**src/rtl/keypad_key_decoder.sv**
```systemverilog
// Turns scanner press events into 4-bit key codes with optional auto-repeat,
// buffered in a small valid/ready FIFO for the UI / PIN consumer.
module keypad_key_decoder #(
    parameter int          DEPTH        = 4,
    parameter logic [15:0] REPEAT_DELAY = 16'd0,
    parameter logic [15:0] REPEAT_RATE  = 16'd0
) (
    input  logic       clk,
    input  logic       rst,
    input  logic [3:0] keypad_col_in,
    input  logic [3:0] row_in,
    input  logic       key_pressed,
    output logic [3:0] key_code,
    output logic       key_valid,
    input  logic       key_ready,
    output logic       key_error,
    output logic       overflow,
    input  logic       clear
);

    localparam int AW = $clog2(DEPTH);
    localparam logic [AW:0] PTR_ONE = {{AW{1'b0}}, 1'b1};

    localparam logic [1:0] S_IDLE         = 2'd0;
    localparam logic [1:0] S_HELD         = 2'd1;
    localparam logic [1:0] S_REPEAT       = 2'd2;
    localparam logic [1:0] S_WAIT_RELEASE = 2'd3;

    function automatic logic is_one_hot(input logic [3:0] v);
        return (v != 4'd0) && ((v & (v - 4'd1)) == 4'd0);
    endfunction

    function automatic logic [1:0] one_hot_idx(input logic [3:0] v);
        logic [1:0] idx;
        case (v)
            4'b0001: idx = 2'd0;
            4'b0010: idx = 2'd1;
            4'b0100: idx = 2'd2;
            4'b1000: idx = 2'd3;
            default: idx = 2'd0;
        endcase
        return idx;
    endfunction

    // Rows 0..2 follow the phone layout; row 3 carries '*'=E, 0, '#'=F, D.
    function automatic logic [3:0] decode_key(input logic [1:0] r, input logic [1:0] c);
        logic [3:0] code;
        case ({r, c})
            4'h0: code = 4'h1;
            4'h1: code = 4'h2;
            4'h2: code = 4'h3;
            4'h3: code = 4'hA;
            4'h4: code = 4'h4;
            4'h5: code = 4'h5;
            4'h6: code = 4'h6;
            4'h7: code = 4'hB;
            4'h8: code = 4'h7;
            4'h9: code = 4'h8;
            4'hA: code = 4'h9;
            4'hB: code = 4'hC;
            4'hC: code = 4'hE;
            4'hD: code = 4'h0;
            4'hE: code = 4'hF;
            4'hF: code = 4'hD;
            default: code = 4'h0;
        endcase
        return code;
    endfunction

    logic [1:0]  state_q, state_d;
    logic [15:0] cnt_q, cnt_d;
    logic [3:0]  code_q, code_d;
    logic        key_pressed_q;
    logic        key_error_q, overflow_q;
    logic [AW:0] wr_ptr_q, rd_ptr_q;
    logic [3:0]  mem_q [DEPTH];

    logic        press_s, press_ok_s, push_s, err_s;
    logic [3:0]  new_code_s, push_code_s;
    logic        empty_s, full_s, pop_s, write_s, drop_s;

    assign press_s    = key_pressed && !key_pressed_q;
    assign press_ok_s = is_one_hot(row_in) && is_one_hot(keypad_col_in);
    assign new_code_s = decode_key(one_hot_idx(row_in), one_hot_idx(keypad_col_in));

    // Press / hold / repeat state machine; release always beats a repeat tick.
    always_comb begin
        state_d     = state_q;
        cnt_d       = cnt_q;
        code_d      = code_q;
        push_s      = 1'b0;
        err_s       = 1'b0;
        push_code_s = code_q;
        case (state_q)
            S_IDLE: begin
                if (press_s && press_ok_s) begin
                    push_s      = 1'b1;
                    push_code_s = new_code_s;
                    code_d      = new_code_s;
                    cnt_d       = 16'd0;
                    state_d     = S_HELD;
                end else if (press_s) begin
                    err_s   = 1'b1;
                    state_d = S_WAIT_RELEASE;
                end else begin
                    state_d = S_IDLE;
                end
            end
            S_HELD: begin
                if (!key_pressed) begin
                    cnt_d   = 16'd0;
                    state_d = S_IDLE;
                end else if ((REPEAT_DELAY != 16'd0) && (cnt_q == REPEAT_DELAY - 16'd1)) begin
                    push_s  = 1'b1;
                    cnt_d   = 16'd0;
                    state_d = S_REPEAT;
                end else if (REPEAT_DELAY != 16'd0) begin
                    cnt_d = cnt_q + 16'd1;
                end else begin
                    cnt_d = cnt_q;
                end
            end
            S_REPEAT: begin
                if (!key_pressed) begin
                    cnt_d   = 16'd0;
                    state_d = S_IDLE;
                end else if ((REPEAT_RATE != 16'd0) && (cnt_q == REPEAT_RATE - 16'd1)) begin
                    push_s = 1'b1;
                    cnt_d  = 16'd0;
                end else if (REPEAT_RATE != 16'd0) begin
                    cnt_d = cnt_q + 16'd1;
                end else begin
                    cnt_d = cnt_q;
                end
            end
            S_WAIT_RELEASE: begin
                if (!key_pressed) begin
                    state_d = S_IDLE;
                end else begin
                    state_d = S_WAIT_RELEASE;
                end
            end
            default: begin
                state_d = S_IDLE;
                cnt_d   = 16'd0;
            end
        endcase
        if (clear) begin
            state_d = S_IDLE;
            cnt_d   = 16'd0;
            push_s  = 1'b0;
            err_s   = 1'b0;
        end else begin
            state_d = state_d;
        end
    end

    assign empty_s = (wr_ptr_q == rd_ptr_q);
    assign full_s  = (wr_ptr_q[AW] != rd_ptr_q[AW]) &&
                     (wr_ptr_q[AW-1:0] == rd_ptr_q[AW-1:0]);
    assign pop_s   = !clear && !empty_s && key_ready;
    assign write_s = push_s && (!full_s || pop_s);
    assign drop_s  = push_s && full_s && !pop_s;

    // FSM, edge-detect and error-pulse registers.
    always_ff @(posedge clk or posedge rst) begin
        if (rst) begin
            state_q       <= S_IDLE;
            cnt_q         <= 16'd0;
            code_q        <= 4'd0;
            key_pressed_q <= 1'b0;
            key_error_q   <= 1'b0;
        end else begin
            state_q       <= state_d;
            cnt_q         <= cnt_d;
            code_q        <= code_d;
            key_pressed_q <= key_pressed;
            key_error_q   <= err_s;
        end
    end

    // FIFO storage, pointers and sticky overflow.
    always_ff @(posedge clk or posedge rst) begin
        if (rst) begin
            wr_ptr_q   <= '0;
            rd_ptr_q   <= '0;
            overflow_q <= 1'b0;
            for (int i = 0; i < DEPTH; i++) begin
                mem_q[i] <= 4'd0;
            end
        end else if (clear) begin
            wr_ptr_q   <= '0;
            rd_ptr_q   <= '0;
            overflow_q <= 1'b0;
        end else begin
            if (write_s) begin
                mem_q[wr_ptr_q[AW-1:0]] <= push_code_s;
                wr_ptr_q                <= wr_ptr_q + PTR_ONE;
            end
            if (pop_s) begin
                rd_ptr_q <= rd_ptr_q + PTR_ONE;
            end
            if (drop_s) begin
                overflow_q <= 1'b1;
            end
        end
    end

    assign key_code  = mem_q[rd_ptr_q[AW-1:0]];
    assign key_valid = !empty_s;
    assign key_error = key_error_q;
    assign overflow  = overflow_q;

endmodule

```
**config.mk**
```make
export PLATFORM = sky130hd
export DESIGN_NAME = keypad_key_decoder
export DESIGN_NICKNAME = d
export VERILOG_FILES = /design/src/rtl/keypad_key_decoder.sv
export SDC_FILE = /design/constraint.sdc
export NUM_CORES = 1
export LEC_CHECK = 0
export CAP_MARGIN = 15
export CORE_ASPECT_RATIO = 0.9
export CORE_MARGIN = 2
export CORE_UTILIZATION = 50
export CTS_CLUSTER_SIZE = 30
export DETAILED_ROUTE_END_ITERATION = 10
export HOLD_SLACK_MARGIN = 0.03
export PLACE_DENSITY_LB_ADDON = 0.05
export SLEW_MARGIN = 20
export SYNTH_ARGS = -nofsm -noshare
export SYNTH_HDL_FRONTEND = slang
export SYNTH_SLANG_ARGS = --single-unit
```
**constraint.sdc**
```tcl
create_clock -name clk -period 5 [get_ports clk]
set_input_delay 0.5 -clock clk [delete_from_list [all_inputs] [get_ports clk]]
set_output_delay 0.5 -clock clk [all_outputs]
set_load 0.01 [all_outputs]
```
### Yosys cells after proc, flatten, opt, wreduce, memory -nomap -nowiden

Memories as Yosys holds them, arrays and structs flattened.
Cells that the tools add are included.

* register bits: 31
* bits in read-only memories: 64
* output and inout bits: 7
* memories kept: 1

* add/sub/neg operators: 4
* order comparisons: 3
* equal/unequal tests: 13
* multiplexer cells: 29
* bitwise gates (word level): 5
* reductions and logical operators: 28

Memories
* (no name shown): depth 16, bits a word 4, read ports 1, clocked after Yosys merged registers in 0, wr ports 0, RTL line 48 `case ({r, c})`

Operators with widths (number)
* 4-bit two-way mux: 5
* 2-bit case mux with 3 select lines: 3
* 16-bit bitwise mux: 1
* 1-bit logical AND: 12
* 3-bit two-way mux: 4
* 2-bit two-way mux: 5
* 1-bit two-way mux: 9
* 4-bit AND: 2
* 4-bit binary-select mux with 2-bit select: 1
* 4-bit demux with 2-bit select: 1
* 4-bit by 2-bit equality test with 1-bit output (second input constant): 2
* 4-bit by 3-bit equality test with 1-bit output (second input constant): 2
* 4-bit equality test (second input constant): 2
* 4-bit zero test: 2
* 4-bit nonzero test: 2
* 4-bit by 1-bit subtractor with 4-bit output (second input constant): 2
* 3-bit by 1-bit adder with 3-bit output (second input constant): 2
* 3-bit >= comparator (second input constant): 2
* 2-bit inverter with 3-bit output: 2
* 2-bit nonzero test: 3
* 1-bit zero test: 5
* 2-bit equality test (second input constant): 2
* 3-bit equality test: 1
* 3-bit by 1-bit < comparator with 1-bit output (second input constant): 1
* 9 further kinds: 9

### Longest topological paths before layout

* depth after elaboration: 13
* depth in mapped cells: 7
* mapped depth without buffers: 7

### Worst setup path before layout

OpenSTA, ideal clock, no wires.

* path type: input -> register
* start: input port keypad_col_in[3]
* end: register mem_q[13] in the netlist's numbering
* setup time: 125 ps
* arrival: 2022 ps
* required time: 4875 ps
* slack: 2853 ps
* cell stages on the path: 6
* path buffers: 0
* cells stage by stage: xnor2_1 > nor3_1 > inv_1 > ha_1 > mux4_2 > mux2_4

* longest elaborated chain between the ends: 11

Ends and longest elaborated chain
* from (decl): RTL line 10 `input logic [3:0] keypad_col_in,`
* 4-bit by 1-bit subtractor with 4-bit output: RTL line 30 `return (v != 4'd0) && ((v & (v - 4'd1)) == 4'd0);`
* 4-bit AND: RTL line 30
* 4-bit zero test: RTL line 30
* 1-bit logical AND: RTL line 30
* 1-bit logical AND: RTL line 83 `assign press_ok_s = is_one_hot(row_in) && is_one_hot(keypad_col_in);`
* 1-bit logical AND: RTL line 96 `if (press_s && press_ok_s) begin`
* 1-bit two-way mux: RTL line 96
* 1-bit two-way mux: RTL line 94 `case (state_q)`
* 1-bit two-way mux: RTL line 148 `if (clear) begin`
* 1-bit logical AND: RTL line 162 `assign write_s = push_s && (!full_s || pop_s);`
* 2-bit AND reduction (no source line)
* to (signal, indexed assignment): RTL line 197 `mem_q[wr_ptr_q[AW-1:0]] <= push_code_s;`
* to (decl): RTL line 76 `logic [3:0] mem_q [DEPTH];`

Several ways; a longest one is shown, not always the timed one.
A chain may end at the register's enable or synchronous reset.

### Final worst setup path

* start: input port keypad_col_in[2]
* end: register mem_q[14] in the netlist's numbering

Same word-level chain as after synthesis.

==> metrics <==
transition time of the tightest slew-check pin=0.590 ns; Std-Cell Rows=20; buffer cell driving the clock tree root=sky130_fd_sc_hd__clkbuf_8; H-tree depth reported by CTS=1; critical path, cell by cell=clkdlybuf4s50_1, xnor2_1, nor3_1, inv_1, ha_1, mux2_2, o21ai_0, mux2_4; number of cells on the worst reg-to-reg path=6; final critical-path required period=2.73 ns; gate count after technology mapping=149; highest ir drop seen on vdd=between 0.1 and 0.15 mV; number of port buffers=19; worst-skew pair later-pin latency=0.28 ns; Top-Level Pins=20; initial antenna violation count=0; via count=about 1100; maximum capacitance violations=0; final worst path period share=a little over half; Yosys cell types=38; Die Wd=67.6 um; startpoint of the worst register-to-register path=state_q[0]$_DFFE_PP0P_; total length of routed wires=3140 um; count of buffer and inverter cells on the critical path=2; CTS tree=built; Highest Signal Layer=met4; number of enable-type register cells in the synthesized netlist=0; pin count of the biggest net entering global routing=28; run status=completed; core area=3430 um^2; cell type group with the largest total delay on the critical path=buffers and inverters; Hold Path Origin=overflow$_DFFE_PP0P_; Final WS setup=between 2 and 2.5 ns; via count normalized by instance count=5.35; count of nets left with antenna violations after detail routing=0; DRC viols=0; total setup violations reported at the end of the flow=0; setup clock skew after layout=0.00503 ns; Avg Inst Size Synth=approximately 12 um^2; Post-synth ARST share=100%; number of hold-repair buffers added at the cts stage=0; Hold EP=overflow$_DFFE_PP0P_; Slowest cell on crit path=sky130_fd_sc_hd__clkdlybuf4s50_1; last weighted congestion value of the routability-driven placer=just under 0.8; relative area change from synthesis to final layout=14.1%; fill cell count=286; first-pass GRT wire length=approximately 5300 um; cell count of the worst hold path=1; CP required=5.22 ns; R2R setup slack=between 2 and 3 ns; Slew Viols, Final=0; cell area after technology mapping=1820 um^2; estimated wirelength of the detail-placed design=2370 um; maximum fanout along the worst path=5; setup total negative slack=0 ns; n_diodes=0; detailed router's first-iteration violation count=41; post-synthesis sequential area ratio=a little under two fifths; grt total ovfl=0; clock sinks=27; Post-Place Worst Slack=just under 2 ns; CTS max path bufs=2; Power Dens Cells=a little over 200 nW/um^2; Startpoint Class=input port; highest cell delay on the worst timing path=0.55 ns; number of resized instances in the post-cts repair step=0; final hold vios=0; layout net count=slightly below 200; sequential standard cell area=676 um^2; Synthesized Nets=175; Yosys Warn Count=0; timing-limited maximum frequency=367 MHz; worst hold-check path type=register to register; RSZ-0062 raised after global routing=no; relative max-transition margin=60.6%; die area=about 4100 um^2; sum of met2 wire segment lengths after detailed routing=1540 um; Setup Buffers After CTS=0; RR Endpoint=wr_ptr_q[0]$_DFFE_PP0P_; wire length on met1=1470 um; GRT Total Usage=17.4%; final routed wire length divided by cell count=14.8 um; area taken by multi-input logic gates=1080 um^2; via count of the first global-routing pass=1118; die outline height=~61 um; Reg clk slew, reported paths=about 0.090 ns; Detail Route met3 WL=64 um; DRT Pass-1 Iters=4; clock buffer count from CTS=3; layout cells sized above 1=between 20% and 30%; #FFs+latches synth=27; Starting Density=53.1%; crit end category=register; type of the worst setup path=input port to register; static power due to leakage=around 1.0 nW; worst path arrival time=2.95 ns; most used flip-flop cell after synthesis=sky130_fd_sc_hd__dfrtp_1
-- per-stage QoR --
step                hold WS [ns]  cell area (um^2)  util, %  total power, mW  cells
global route               0.532              2080     60.7            0.450    212
CTS                        0.520              2080     60.7            0.436    212
floorplan                  0.476              1820        -            0.278    149
finish                     0.513              2080     60.7            0.429    212
global placement           0.488              2030     59.3            0.305    208
detailed placement         0.492              2030     59.3            0.308    208
-- cell families after synthesis --
kind of cell / count (synthesis) / synth area share [%]
simple gates: 48 / 17.6
flops: 27 / 37.1
buf+inv: 13 / 3.71
mux: 27 / 23.1
fa+ha+maj: 13 / 8.93
xor+xnor: 11 / 5.29
compound gates: 10 / 4.26
-- worst register-to-register path, cell delays in order, from the launching register on --
cell	delay, ns
sky130_fd_sc_hd__dfrtp_1	0.41
sky130_fd_sc_hd__inv_1	0.09
sky130_fd_sc_hd__ha_1	0.15
sky130_fd_sc_hd__and3_1	0.15
sky130_fd_sc_hd__or4b_4	0.61
sky130_fd_sc_hd__and2b_1	0.29
sky130_fd_sc_hd__mux2_2	0.34
-- cell usage after synthesis (4+ instances only) --
master,count,area (um^2)
sky130_fd_sc_hd__mux4_2,5,113
sky130_fd_sc_hd__nand3b_1,4,30.0
sky130_fd_sc_hd__dfrtp_1,27,676
sky130_fd_sc_hd__xnor2_1,8,70.1
sky130_fd_sc_hd__nand2_1,7,26.3
sky130_fd_sc_hd__ha_1,13,163
sky130_fd_sc_hd__mux2_4,17,255
sky130_fd_sc_hd__nor2_8,4,80.1
sky130_fd_sc_hd__nor2_1,13,48.8
sky130_fd_sc_hd__nand3_1,4,20.0
sky130_fd_sc_hd__inv_1,8,30.0
-- worst max path at each step --
stage	start	end	slack, ns	depth (start not counted)
2_1_floorplan	keypad_col_in[3]	mem_q[13]$_DFFE_PP0P_	2.85	6
3_3_place_gp	keypad_col_in[2]	mem_q[14]$_DFFE_PP0P_	2.20	8
3_5_place_dp	keypad_col_in[3]	mem_q[14]$_DFFE_PP0P_	1.95	8
4_1_cts	keypad_col_in[3]	mem_q[14]$_DFFE_PP0P_	2.25	8
5_1_grt	keypad_col_in[3]	mem_q[14]$_DFFE_PP0P_	2.06	8
6_report	keypad_col_in[2]	mem_q[14]$_DFFE_PP0P_	2.27	8
-- power by group --
| part | switching, mW | internal (mW) | leakage (nW) |
|---|---|---|---|
| logic | 0.0360 | 0.0398 | 0.601 |
| registers | 0.00359 | 0.223 | 0.373 |
| clock network | 0.0701 | 0.0560 | 0.0255 |
| total | 0.110 | 0.319 | 0.999 |
-- per-layer routing --
metal / global-route usage [%] / vias to the layer above
met5: 0 / -
met4: 7.87 / 0
met3: 2.19 / 5
met2: 29.4 / 22
met1: 22.6 / 556
li1: - / 552
-- sequential cells by signal (all words and copies together), names as in the netlist --
register / count
key_error: 1
mem_q: 16
state_q: 2
key_pressed_q: 1
wr_ptr_q: 3
rd_ptr_q: 3
overflow: 1
-- cells in the final DEF (no fill, tap or decap), types with 2 or more instances in the layout --
cell / n
sky130_fd_sc_hd__dfrtp_1: 27
sky130_fd_sc_hd__clkdlybuf4s50_1: 19
sky130_fd_sc_hd__mux2_4: 17
sky130_fd_sc_hd__nor2_1: 13
sky130_fd_sc_hd__ha_1: 13
sky130_fd_sc_hd__xnor2_1: 8
sky130_fd_sc_hd__nand2_1: 7
sky130_fd_sc_hd__inv_1: 7
sky130_fd_sc_hd__mux4_2: 5
sky130_fd_sc_hd__nand3_1: 4
sky130_fd_sc_hd__nand3b_1: 4
sky130_fd_sc_hd__nor2_8: 4
sky130_fd_sc_hd__xor2_1: 3
sky130_fd_sc_hd__nor3_1: 3
sky130_fd_sc_hd__nand2b_1: 3
sky130_fd_sc_hd__a21oi_1: 3
sky130_fd_sc_hd__clkbuf_8: 3
sky130_fd_sc_hd__a22oi_1: 2
sky130_fd_sc_hd__mux2i_1: 2
sky130_fd_sc_hd__inv_2: 2
sky130_fd_sc_hd__mux2_2: 2
-- area by class of cell --
type / instances / share of cell area [%]
multi-input combinational: 109 / 51.9
sequential: 27 / 32.5
timing repair buffer: 19 / 9.15
tap: 44 / 2.65
clock buffer: 3 / 1.99
inverter: 9 / 1.62
clock inverter: 1 / 0.241
Note: power is estimated with default switching activity, not from simulation.
